===== src/rtl/acs_scheduler_if.sv =====
// Handshake and shared-ACS bus of the Viterbi ACS scheduler.
// The scheduler takes the slave view; its environment takes the master view.
interface acs_scheduler_if #(
  parameter int PM_W = 2,
  parameter int BM_W = 2
);
  logic [4*BM_W-1:0] i_bm;
  logic              i_bm_valid;
  logic              o_bm_ready;
  logic [BM_W-1:0]   o_acs_bm0;
  logic [BM_W-1:0]   o_acs_bm1;
  logic [PM_W-1:0]   o_acs_pm0;
  logic [PM_W-1:0]   o_acs_pm1;
  logic [PM_W-1:0]   i_acs_pm;
  logic [3:0]        o_dec;
  logic [1:0]        o_best_state;
  logic              o_dec_valid;
  logic              i_dec_ready;

  modport slave (
    input  i_bm, i_bm_valid, i_acs_pm, i_dec_ready,
    output o_bm_ready, o_acs_bm0, o_acs_bm1,
    output o_acs_pm0, o_acs_pm1,
    output o_dec, o_best_state, o_dec_valid
  );

  modport master (
    output i_bm, i_bm_valid, i_acs_pm, i_dec_ready,
    input  o_bm_ready, o_acs_bm0, o_acs_bm1,
    input  o_acs_pm0, o_acs_pm1,
    input  o_dec, o_best_state, o_dec_valid
  );
endinterface


===== src/rtl/acs_scheduler.sv =====
// Time-multiplexed ACS scheduler for the K=3 rate-1/2 Viterbi decoder.
// Walks the 4 trellis states through one shared ACS and normalises metrics.
module acs_scheduler #(
  parameter int PM_W = 2,
  parameter int BM_W = 2
) (
  input logic            i_clk,
  input logic            i_rst,
  acs_scheduler_if.slave bus
);
  localparam int SW = ((PM_W > BM_W) ? PM_W : BM_W) + 1;
  localparam logic [PM_W-1:0] PM_MAX = '1;

  typedef enum logic [1:0] {IDLE, ACS, NORM, OUT} state_t;

  typedef struct packed {
    logic [BM_W-1:0] bm0;
    logic [BM_W-1:0] bm1;
    logic [PM_W-1:0] pm0;
    logic [PM_W-1:0] pm1;
  } acs_in_t;

  state_t            state;
  logic [1:0]        cnt;
  logic [4*BM_W-1:0] bm_q;
  logic [PM_W-1:0]   pm [4];
  logic [PM_W-1:0]   new_pm [4];
  logic [3:0]        d;
  acs_in_t           acs_q;
  logic [3:0]        dec_q;
  logic [1:0]        best_q;
  logic              dec_valid_q;

  logic [PM_W-1:0]   m;
  logic [1:0]        best_c;
  logic              d_cur;

  function automatic logic [PM_W-1:0] sat(
    input logic [PM_W-1:0] p,
    input logic [BM_W-1:0] b
  );
    logic [SW-1:0] t;
    t = SW'(p) + SW'(b);
    return (t > SW'(PM_MAX)) ? PM_MAX : t[PM_W-1:0];
  endfunction

  // Predecessors {s0,0}/{s0,1}; codeword {b^q1^q0, b^q0} with b = s1.
  function automatic acs_in_t route(
    input logic [1:0]        s,
    input logic [4*BM_W-1:0] w
  );
    logic [1:0] p0, p1, c0, c1;
    acs_in_t    r;
    p0    = {s[0], 1'b0};
    p1    = {s[0], 1'b1};
    c0    = {s[1] ^ p0[1] ^ p0[0], s[1] ^ p0[0]};
    c1    = {s[1] ^ p1[1] ^ p1[0], s[1] ^ p1[0]};
    r.bm0 = w[c0*BM_W +: BM_W];
    r.bm1 = w[c1*BM_W +: BM_W];
    r.pm0 = pm[p0];
    r.pm1 = pm[p1];
    return r;
  endfunction

  assign d_cur = !(sat(acs_q.pm0, acs_q.bm0) <
                   sat(acs_q.pm1, acs_q.bm1));

  always_comb begin
    m      = new_pm[0];
    best_c = 2'd0;
    for (int i = 1; i < 4; i++) begin
      if (new_pm[i] < m) begin
        m      = new_pm[i];
        best_c = 2'(i);
      end
    end
  end

  always_ff @(posedge i_clk) begin
    if (i_rst) begin
      state       <= IDLE;
      cnt         <= '0;
      bm_q        <= '0;
      d           <= '0;
      acs_q       <= '0;
      dec_q       <= '0;
      best_q      <= '0;
      dec_valid_q <= 1'b0;
      for (int i = 0; i < 4; i++) begin
        pm[i]     <= (i == 0) ? '0 : PM_MAX;
        new_pm[i] <= '0;
      end
    end else begin
      unique case (state)
        IDLE: begin
          if (bus.i_bm_valid) begin
            bm_q  <= bus.i_bm;
            cnt   <= '0;
            acs_q <= route(2'd0, bus.i_bm);
            state <= ACS;
          end
        end
        ACS: begin
          new_pm[cnt] <= bus.i_acs_pm;
          d[cnt]      <= d_cur;
          if (cnt == 2'd3) begin
            acs_q <= '0;
            state <= NORM;
          end else begin
            cnt   <= cnt + 2'd1;
            acs_q <= route(cnt + 2'd1, bm_q);
          end
        end
        NORM: begin
          for (int i = 0; i < 4; i++)
            pm[i] <= new_pm[i] - m;
          dec_q       <= d;
          best_q      <= best_c;
          dec_valid_q <= 1'b1;
          state       <= OUT;
        end
        OUT: begin
          if (bus.i_dec_ready) begin
            dec_valid_q <= 1'b0;
            state       <= IDLE;
          end
        end
        default: state <= IDLE;
      endcase
    end
  end

  assign bus.o_bm_ready   = (state == IDLE);
  assign bus.o_acs_bm0    = acs_q.bm0;
  assign bus.o_acs_bm1    = acs_q.bm1;
  assign bus.o_acs_pm0    = acs_q.pm0;
  assign bus.o_acs_pm1    = acs_q.pm1;
  assign bus.o_dec        = dec_q;
  assign bus.o_best_state = best_q;
  assign bus.o_dec_valid  = dec_valid_q;
endmodule

===== src/flat_wrapper.sv =====
// flat-port wrapper written by rule: the top's interface ports become plain ports
module acs_scheduler_flat 
#(
  parameter int PM_W = 2,
  parameter int BM_W = 2
)
  (i_clk, i_rst, bus_i_bm, bus_i_bm_valid, bus_i_acs_pm, bus_i_dec_ready, bus_o_bm_ready, bus_o_acs_bm0, bus_o_acs_bm1, bus_o_acs_pm0, bus_o_acs_pm1, bus_o_dec, bus_o_best_state, bus_o_dec_valid);
  acs_scheduler_if #(.PM_W(PM_W), .BM_W(BM_W)) bus_i ();
  input logic i_clk;
  input logic i_rst;
  input wire logic [$bits(bus_i.i_bm)-1:0] bus_i_bm;
  input wire logic [$bits(bus_i.i_bm_valid)-1:0] bus_i_bm_valid;
  input wire logic [$bits(bus_i.i_acs_pm)-1:0] bus_i_acs_pm;
  input wire logic [$bits(bus_i.i_dec_ready)-1:0] bus_i_dec_ready;
  output wire logic [$bits(bus_i.o_bm_ready)-1:0] bus_o_bm_ready;
  output wire logic [$bits(bus_i.o_acs_bm0)-1:0] bus_o_acs_bm0;
  output wire logic [$bits(bus_i.o_acs_bm1)-1:0] bus_o_acs_bm1;
  output wire logic [$bits(bus_i.o_acs_pm0)-1:0] bus_o_acs_pm0;
  output wire logic [$bits(bus_i.o_acs_pm1)-1:0] bus_o_acs_pm1;
  output wire logic [$bits(bus_i.o_dec)-1:0] bus_o_dec;
  output wire logic [$bits(bus_i.o_best_state)-1:0] bus_o_best_state;
  output wire logic [$bits(bus_i.o_dec_valid)-1:0] bus_o_dec_valid;
  assign bus_i.i_bm = bus_i_bm;
  assign bus_i.i_bm_valid = bus_i_bm_valid;
  assign bus_i.i_acs_pm = bus_i_acs_pm;
  assign bus_i.i_dec_ready = bus_i_dec_ready;
  assign bus_o_bm_ready = bus_i.o_bm_ready;
  assign bus_o_acs_bm0 = bus_i.o_acs_bm0;
  assign bus_o_acs_bm1 = bus_i.o_acs_bm1;
  assign bus_o_acs_pm0 = bus_i.o_acs_pm0;
  assign bus_o_acs_pm1 = bus_i.o_acs_pm1;
  assign bus_o_dec = bus_i.o_dec;
  assign bus_o_best_state = bus_i.o_best_state;
  assign bus_o_dec_valid = bus_i.o_dec_valid;
  acs_scheduler #(.PM_W(PM_W), .BM_W(BM_W)) u_core (.i_clk(i_clk), .i_rst(i_rst), .bus(bus_i));
endmodule

===== config.mk =====
export PLATFORM = sky130hd
export DESIGN_NAME = acs_scheduler_flat
export DESIGN_NICKNAME = d
export VERILOG_FILES = /design/src/rtl/acs_scheduler_if.sv /design/src/rtl/acs_scheduler.sv /design/src/flat_wrapper.sv
export SDC_FILE = /design/constraint.sdc
export NUM_CORES = 1
export LEC_CHECK = 0
export BUFFER_PORTS_ARGS = -buffer_cell sky130_fd_sc_hd__buf_2
export CAP_MARGIN = 20
export CORE_ASPECT_RATIO = 0.5
export CORE_MARGIN = 2
export CORE_UTILIZATION = 25
export CTS_CLUSTER_DIAMETER = 60
export DETAILED_ROUTE_END_ITERATION = 12
export PLACE_DENSITY = 0.53
export RECOVER_POWER = 50
export SLEW_MARGIN = 20
export SYNTH_ARGS = -nofsm -noshare
export SYNTH_HDL_FRONTEND = slang
export SYNTH_SLANG_ARGS = --single-unit

===== constraint.sdc =====
create_clock -name i_clk -period 2.2 [get_ports i_clk]
set_input_delay 0.44 -clock i_clk [delete_from_list [all_inputs] [get_ports i_clk]]
set_output_delay 0.44 -clock i_clk [all_outputs]
set_load 0.02 [all_outputs]

==> results_tabular.tex, run 1 <==
\begin{tabular}{lr}
\hline
Metric & Value \\
\hline
\multicolumn{2}{l}{\textbf{Logic synthesis}} \\
Top post-synthesis cells by area & sky130\_fd\_sc\_hd\_\_dfxtp\_1, sky130\_fd\_sc\_hd\_\_edfxtp\_1, sky130\_fd\_sc\_hd\_\_ha\_1 \\
Net Count, Synth & 305 \\
Synth Area per Inst & about 9.7 um\^{}2 \\
Area share of the largest cell type after synthesis & roughly a quarter \\
EDFF count, synth & 16 \\
Flop and latch count out of synthesis & 47 \\
Top cell types by occurrence after synthesis & sky130\_fd\_sc\_hd\_\_dfxtp\_1, sky130\_fd\_sc\_hd\_\_nand2\_1, sky130\_fd\_sc\_hd\_\_nor2\_1, sky130\_fd\_sc\_hd\_\_inv\_1, sky130\_fd\_sc\_hd\_\_ha\_1 \\
Compound-cell area share of the yosys netlist & between 10\% and 20\% \\
Dominant combinational cell family by area after synthesis & simple AND/OR/NAND/NOR gates \\
Simple-gate area share of the yosys netlist & 16.02\% \\
Share of the yosys chip area belonging to registers & 42.47\% \\
Fraction of registers with async set/reset & 0\% \\
Synth Warn \# & 0 \\
Number of distinct library cells after synthesis & 42 \\
Xor/xnor share of the synthesized area & under 10\% \\
Proportion of synthesized area in mux cells & roughly 5.4\% \\
Post-Syn Instances & $\sim$270 \\
Netlist Area Pre-Place & between 2000 and 3000 um\^{}2 \\
Adder and majority cell fraction of the synthesized area & 12.16\% \\
Top FF cell, synth & sky130\_fd\_sc\_hd\_\_dfxtp\_1 \\
Dominant cell by count in the synthesized netlist & sky130\_fd\_sc\_hd\_\_dfxtp\_1 \\
Library cell occupying the most area in the post-synthesis netlist & sky130\_fd\_sc\_hd\_\_dfxtp\_1 \\
\multicolumn{2}{l}{\textbf{Timing}} \\
Fin Clk Skew & between 0.006 and 0.007 ns \\
Hold Slack & roughly 0.4 ns \\
Final worst path period share & 100.1\% \\
Setup-failing EPs final & 1 \\
Setup slack of the critical path after layout & -0.002846 ns \\
Unrepaired setup endpoints after global routing & yes \\
Actual slew at the worst max-slew pin & $\sim$0.58 ns \\
Period minus WS final & between 2 and 2.5 ns \\
Final slew viol count & 0 \\
Tightest slew margin relative to the limit & between 60\% and 70\% \\
Maximum clock rate & between 0.4 and 0.5 GHz \\
Number of endpoints with negative hold slack in the final report & 0 \\
\multicolumn{2}{l}{\textbf{Die}} \\
Die Y & 76.01 um \\
Die area & roughly 11000 um\^{}2 \\
IO Count & 30 \\
Core Region & roughly 10000 um\^{}2 \\
Initial core utilization & approximately 26\% \\
Rows & 26 \\
Die width & approximately 150 um \\
\multicolumn{2}{l}{\textbf{Setup path}} \\
Internal reg-to-reg setup slack & -0.003 ns \\
Number of buffer and inverter instances along the worst setup path & 1 \\
Category of the worst setup path launch point & flop \\
Highest net fanout along the worst path & 4 \\
Crit path required time & roughly 2.2 ns \\
Top delay family on crit path & adder cells \\
Depth of the worst register-to-register path & 10 \\
Worst R2R End & u\_core.pm[0][1]\$\_SDFFCE\_PN0P\_ \\
Data arrival at the endpoint of the critical path & between 2 and 2.5 ns \\
Max incr delay on CP & 0.45 ns \\
CP endpoint kind & flop \\
CP cell instances & ha\_4, ha\_4, ha\_4, inv\_2, o22ai\_2, o21a\_4, ha\_2, xnor2\_1, xnor2\_1, nor2\_1 \\
Library cell appearing most often on the critical path & sky130\_fd\_sc\_hd\_\_ha\_4 \\
Master of the slowest instance on the critical path & sky130\_fd\_sc\_hd\_\_edfxtp\_1 \\
WS Path Type & flop to flop \\
Origin of the critical flop-to-flop path & u\_core.new\_pm[1][1]\$\_SDFFCE\_PN0P\_ \\
CP startpoint & u\_core.new\_pm[1][1]\$\_SDFFCE\_PN0P\_ \\
\multicolumn{2}{l}{\textbf{Clocking}} \\
Number of sinks on the clock net & 47 \\
Clock root cell & sky130\_fd\_sc\_hd\_\_clkbuf\_16 \\
Skew-Pair Late Insertion Delay & roughly 0.28 ns \\
Maximum number of buffers from clock root to sink & 2 \\
Number of clock buffers inserted by TritonCTS & 5 \\
H-tree levels & 2 \\
CTS clock-pin slew for the worst setup and hold paths & approximately 0.07 ns \\
CTS tree & built \\
Hold-fix buffers, CTS & 0 \\
\multicolumn{2}{l}{\textbf{Global route}} \\
Number of antenna violations at the first check in global routing & 0 \\
First-pass GRT wire length & 9.501 mm \\
Via count of the first global-routing pass & 1932 \\
Maximum number of pins on one net before global-route repair & 28 \\
Overall Global Routing Usage & between 10\% and 20\% \\
Overflow left after global routing & 0 \\
\multicolumn{2}{l}{\textbf{Run status}} \\
Failing checks & negative setup slack \\
Outcome & finished with violations \\
\multicolumn{2}{l}{\textbf{Drt}} \\
Starting DRC count in detailed routing & just over 100 \\
Average via count per standard cell & 4.348 \\
Router iterations before antenna repair & 4 \\
Count of antenna-violating nets left after detailed routing & 0 \\
Final Routed Wirelength & roughly 5.7 mm \\
Overall via count from detail\_route & slightly below 2000 \\
DR DRC count & 0 \\
Wire length per cell after detailed routing & approximately 13 um \\
\multicolumn{2}{l}{\textbf{Pwr}} \\
Leakage power total & between 1 and 1.5 nW \\
Power Density & 1239 nW/um\^{}2 \\
Max rail drop VDD & $\sim$0.00057 V \\
\multicolumn{2}{l}{\textbf{Hold path}} \\
WHS Endpoint & u\_core.bm\_q[2]\$\_SDFFE\_PP0P\_ \\
Hold-critical path depth & 3 \\
Min-Delay Path Class & input pin to flop \\
Worst min-delay path startpoint & bus\_i\_bm[2] \\
\multicolumn{2}{l}{\textbf{Placed design}} \\
Routability Congestion & between 0.7 and 0.8 \\
DP Area & a little under 3000 um\^{}2 \\
Estimated wirelength of the detail-placed design & about 4.2 mm \\
Port Buf Inserts & 29 \\
\multicolumn{2}{l}{\textbf{Finish}} \\
Ratio of cells with drive above 1 in the final layout & a little over a fifth \\
End-of-flow core utilization & a little under a third \\
Non-Filler Cell Area, Final & between 3000 and 4000 um\^{}2 \\
Final-layout fill cell count & around 1100 \\
Area used by multi-input combinational logic & roughly 1400 um\^{}2 \\
Sequential cell area & $\sim$1100 um\^{}2 \\
Diode count & 0 \\
Growth of design area from synthesis to finish & 22.83\% \\
Number of nets at the end of the flow & about 340 \\
\multicolumn{2}{l}{\textbf{Flow run}} \\
Max capacitance violation total & 0 \\
\hline
\end{tabular}
state kept, by name, indices dropped and copies added, names as in the netlist, 2 cells and up:
register                 count
u_core.bm_q                  8
u_core.new_pm                8
u_core.pm                    8
u_core.bus.o_dec             4
u_core.d                     4
u_core.bus.o_acs_bm0         2
u_core.bus.o_acs_bm1         2
u_core.bus.o_acs_pm0         2
u_core.bus.o_acs_pm1         2
u_core.bus.o_best_state      2
u_core.cnt                   2
u_core.state                 2
what timing repair did:
action	CTS	global route
buffers inserted	1	1
gates resized for setup	8	13
setup endpoints to repair	3	4
pin swaps	6	11
kinds of logic after synthesis:
group                    Yosys count
buffers and inverters             39
multiplexers                       9
AND/OR/NAND/NOR                   88
AO/OA/AOI/OAI                     53
adder cells (fa/ha/maj)           24
flip-flops                        47
XOR/XNOR                           7
report_power, final:
part           switching (mW)  total, mW  internal [mW]
clock network           0.304      0.755          0.451
logic                    1.17       1.95          0.776
registers               0.131       1.24           1.11
total                    1.61       3.94           2.34
tightest hold or removal path: cells and delay by family:
family / cells / cell delay (ns)
AO/OA/AOI/OAI: 1 / 0.05
AND/OR/NAND/NOR: 1 / 0.05
buffers and inverters: 1 / 0.09
routing by layer:
| layer | vias up | GRT usage (%) | routed length, um |
|---|---|---|---|
| met5 | - | 0 | 0 |
| met4 | 0 | 2.571 | 51 |
| met3 | 4 | 2.455 | 187 |
| met2 | 25 | 16.39 | 2449 |
| met1 | 910 | 14.56 | 2997 |
| li1 | 1000 | - | - |
cells in the final DEF (no fill, tap or decap), types with 6 or more instances in the layout:
cell type | Yosys | routed
sky130_fd_sc_hd__nor3_1 | 9 | 9
sky130_fd_sc_hd__nand2_1 | 27 | 27
sky130_fd_sc_hd__ha_1 | 22 | 14
sky130_fd_sc_hd__inv_1 | 23 | 22
sky130_fd_sc_hd__buf_2 | 4 | 14
sky130_fd_sc_hd__nand3_1 | 8 | 8
sky130_fd_sc_hd__buf_4 | 1 | 16
sky130_fd_sc_hd__clkbuf_1 | 7 | 18
sky130_fd_sc_hd__dfxtp_1 | 31 | 31
sky130_fd_sc_hd__nor2_1 | 24 | 24
sky130_fd_sc_hd__a21oi_1 | 20 | 19
sky130_fd_sc_hd__edfxtp_1 | 16 | 16
sky130_fd_sc_hd__a211oi_1 | 6 | 6
through the flow:
stage / setup TNS [ns] / total power [mW] / std cells / worst slack [ns]
detailed placement: -0.2206 / 3.194 / 436 / -0.08937
floorplan: 0 / 2.649 / 267 / 0.004826
finish: -0.002846 / 3.944 / 446 / -0.002846
global route: -0.5961 / 4.257 / 446 / -0.1367
CTS: -0.1025 / 3.988 / 445 / -0.04808
global placement: -0.09930 / 3.179 / 436 / -0.04615
area by class of cell:
type | count | share of cell area, %
well taps | 140 | 5.501
clock buffers | 7 | 4.479
inverters | 23 | 2.711
multi-input cells | 181 | 44.60
flip-flops and latches | 47 | 34.58
repair buffers | 47 | 7.976
clock inverters | 1 | 0.1572
worst max path at each step:
stage                                    endpoint  cells after the start
global placement    u_core.pm[1][1]$_SDFFCE_PN1P_                     10
CTS                 u_core.pm[1][1]$_SDFFCE_PN1P_                     10
global route        u_core.pm[0][3]$_SDFFCE_PN1P_                     10
floorplan           u_core.pm[1][1]$_SDFFCE_PN1P_                     10
finish              u_core.pm[0][1]$_SDFFCE_PN0P_                     10
detailed placement  u_core.pm[0][3]$_SDFFCE_PN1P_                     10
Power figures use the tool's default switching activity.
==> run 2, diff against run 1 <==
--- a/config.mk
+++ b/config.mk
@@ -12,9 +12,10 @@
 export CORE_UTILIZATION = 25
 export CTS_CLUSTER_DIAMETER = 60
 export DETAILED_ROUTE_END_ITERATION = 12
-export PLACE_DENSITY = 0.53
+export PLACE_DENSITY = 0.52
 export RECOVER_POWER = 50
 export SLEW_MARGIN = 20
 export SYNTH_ARGS = -nofsm -noshare
 export SYNTH_HDL_FRONTEND = slang
 export SYNTH_SLANG_ARGS = --single-unit
+export TNS_END_PERCENT = 100
==> constraint.sdc (replaced) <==
create_clock -name i_clk -period 2.4 [get_ports i_clk]
set_input_delay 0.48 -clock i_clk [delete_from_list [all_inputs] [get_ports i_clk]]
set_output_delay 0.48 -clock i_clk [all_outputs]
set_load 0.02 [all_outputs]
==> results_tabular.tex, run 2 (synthesis results as in run 1) <==
\begin{tabular}{lr}
\hline
Metric & Value \\
\hline
\multicolumn{2}{l}{\textbf{Placed design}} \\
Pre-CTS setup slack & 0.02822 ns (+0.1176 ns) \\
Port Buf Inserts & 29 (unchanged) \\
Estimated wirelength of the detail-placed design & 4.042 mm (-3.4\%) \\
Routability Congestion & 0.8109 (+6.2\%) \\
\multicolumn{2}{l}{\textbf{Timing}} \\
Period minus WS final & 2.322 ns (+0.1188 ns) \\
Fin Setup TNS & 0 ns (+0.002846 ns) \\
Final slew viol count & 0 (unchanged) \\
Setup-failing EPs final & 0 (-1) \\
Number of endpoints with negative hold slack in the final report & 0 (unchanged) \\
Setup slack of the critical path after layout & 0.07840 ns (+0.08125 ns) \\
Fin Clk Skew & 0.009313 ns (+0.003250 ns) \\
Final worst path period share & 96.73\% (-3.4 points) \\
Maximum clock rate & 0.4307 GHz (-5.1\%) \\
Tightest slew margin relative to the limit & 59.07\% (-2.2 points) \\
Actual slew at the worst max-slew pin & 0.6126 ns (+0.03188 ns) \\
\multicolumn{2}{l}{\textbf{Die}} \\
Die area & 11250 um\^{}2 (unchanged) \\
Rows & 26 (unchanged) \\
Die width & 148.0 um (unchanged) \\
Core Region & 10150 um\^{}2 (unchanged) \\
Die Y & 76.01 um (unchanged) \\
IO Count & 30 (unchanged) \\
Initial core utilization & 25.54\% (unchanged) \\
\multicolumn{2}{l}{\textbf{Pwr}} \\
Post-route total power & 3.523 mW (-11\%) \\
Max rail drop VDD & 0.0004432 V (-22\%) \\
Power Density & 1152 nW/um\^{}2 (-7.0\%) \\
Leakage power total & 1.117 nW (-4.4\%) \\
\multicolumn{2}{l}{\textbf{Hold path}} \\
Min-Delay Path Class & input pin to flop \\
\multicolumn{2}{l}{\textbf{Global route}} \\
Overall Global Routing Usage & 9.653\% (-0.79 points) \\
Via count of the first global-routing pass & 1766 (-8.6\%) \\
Maximum number of pins on one net before global-route repair & 22 (-21\%) \\
First-pass GRT wire length & 8.728 mm (-8.1\%) \\
Overflow left after global routing & 0 (unchanged) \\
Number of antenna violations at the first check in global routing & 0 (unchanged) \\
\multicolumn{2}{l}{\textbf{Setup path}} \\
WS Path Type & flop to flop \\
Category of the worst setup path launch point & flop \\
CP endpoint kind & flop \\
Crit path required time & 2.41 ns (+0.18 ns) \\
Data arrival at the endpoint of the critical path & 2.33 ns (+0.10 ns) \\
Highest net fanout along the worst path & 4 (unchanged) \\
\multicolumn{2}{l}{\textbf{Drt}} \\
Router iterations before antenna repair & 4 (unchanged) \\
Final Routed Wirelength & 5.575 mm (-1.9\%) \\
DR DRC count & 0 (unchanged) \\
Average via count per standard cell & 4.384 (+0.85\%) \\
Overall via count from detail\_route & 1916 (-1.2\%) \\
Count of antenna-violating nets left after detailed routing & 0 (unchanged) \\
Starting DRC count in detailed routing & 95 (-7.8\%) \\
Wire length per cell after detailed routing & 12.76 um (about the same) \\
\multicolumn{2}{l}{\textbf{Finish}} \\
Growth of design area from synthesis to finish & 18.00\% \\
Diode count & 0 (unchanged) \\
Most used cells in the layout excluding fill and tap cells & sky130\_fd\_sc\_hd\_\_dfxtp\_1, sky130\_fd\_sc\_hd\_\_nand2\_1, sky130\_fd\_sc\_hd\_\_nor2\_1, sky130\_fd\_sc\_hd\_\_inv\_1, sky130\_fd\_sc\_hd\_\_a21oi\_1 \\
Top Registers & u\_core.bm\_q: 8 flops, u\_core.new\_pm: 8 flops, u\_core.pm: 8 flops \\
Final-layout fill cell count & 1091 (+1.1\%) \\
Ratio of cells with drive above 1 in the final layout & 16.84\% (-4.4 points) \\
End-of-flow core utilization & 30.14\% (-1.2 points) \\
Most common library cell in the layout ignoring fill and taps & sky130\_fd\_sc\_hd\_\_dfxtp\_1 \\
Number of nets at the end of the flow & 334 (-2.6\%) \\
\multicolumn{2}{l}{\textbf{Clocking}} \\
Number of clock buffers inserted by TritonCTS & 5 (unchanged) \\
CTS clock-pin slew for the worst setup and hold paths & 0.06 ns (about the same) \\
Number of sinks on the clock net & 47 (unchanged) \\
Clock root cell & sky130\_fd\_sc\_hd\_\_clkbuf\_16 \\
Skew-Pair Late Insertion Delay & 0.28 ns (about the same) \\
CTS tree & built \\
H-tree levels & 2 (unchanged) \\
Maximum number of buffers from clock root to sink & 2 (unchanged) \\
\multicolumn{2}{l}{\textbf{Flow run}} \\
Max capacitance violation total & 0 (unchanged) \\
\multicolumn{2}{l}{\textbf{Run status}} \\
Outcome & complete, no violations \\
\hline
\end{tabular}
-- run 2: timing repair --
item,4_1_cts,5_1_grt
setup endpoints to repair,0,3
hold buffers,0,0
setup buffers,0,2
gates resized for setup,0,13
-- run 2: critical path, cell delays in order, from the launching register on --
cell and delay (ns):
sky130_fd_sc_hd__edfxtp_1 0.47, sky130_fd_sc_hd__ha_4 0.21, sky130_fd_sc_hd__ha_4 0.16, sky130_fd_sc_hd__ha_4 0.25
sky130_fd_sc_hd__inv_2 0.03, sky130_fd_sc_hd__o22ai_1 0.15, sky130_fd_sc_hd__o21a_1 0.22, sky130_fd_sc_hd__ha_2 0.22
sky130_fd_sc_hd__xor2_2 0.15, sky130_fd_sc_hd__xnor2_1 0.13, sky130_fd_sc_hd__nand2_1 0.07
-- run 2: final timing paths --
kind	cells after the start	startpoint	to	slack [ns]
setup / recovery	10	u_core.new_pm[1][1]$_SDFFCE_PN0P_	u_core.pm[0][3]$_SDFFCE_PN1P_	0.08
hold / removal	3	bus_i_bm[4]	u_core.bm_q[4]$_SDFFE_PP0P_	0.44
setup reg to reg	10	u_core.new_pm[1][1]$_SDFFCE_PN0P_	u_core.pm[0][3]$_SDFFCE_PN1P_	0.08
hold reg to reg	2	u_core.bm_q[1]$_SDFFE_PP0P_	u_core.bm_q[1]$_SDFFE_PP0P_	0.47
-- run 2: metal layers --
metal	vias to the layer above	GRT usage [%]	share of wire (%)
li1	987	-	-
met5	-	0	0
met1	898	14.24	54
met2	27	13.89	42
met4	0	2.667	0.99
met3	4	2.455	2.9
-- run 2: through the flow --
stage	instances	cell area (um^2)	hold WS, ns
6_report	437	3059	0.4447
5_1_grt	437	3059	0.4386
4_1_cts	435	3007	0.4394
3_5_place_dp	427	2867	0.4577
3_3_place_gp	427	2867	0.4571
2_1_floorplan	267	2592	0.4430
-- run 2: where the power goes --
group          total [mW]  leakage, nW  switching (mW)  internal [mW]
registers            1.14        0.401           0.121           1.02
clock network       0.668       0.0733           0.287          0.380
logic                1.72        0.643            1.06          0.653
total                3.52         1.12            1.47           2.05
-- run 2: layout make-up --
type                    count  area, um^2  share of cell area, %
multi-input cells         181        1371                  44.83
clock buffers               5       125.1                  4.090
well taps                 140       175.2                  5.726
flip-flops and latches     47        1101                  35.99
clock inverters             3       15.01                 0.4908
inverters                  23       86.33                  2.822
repair buffers             38       185.2                  6.053
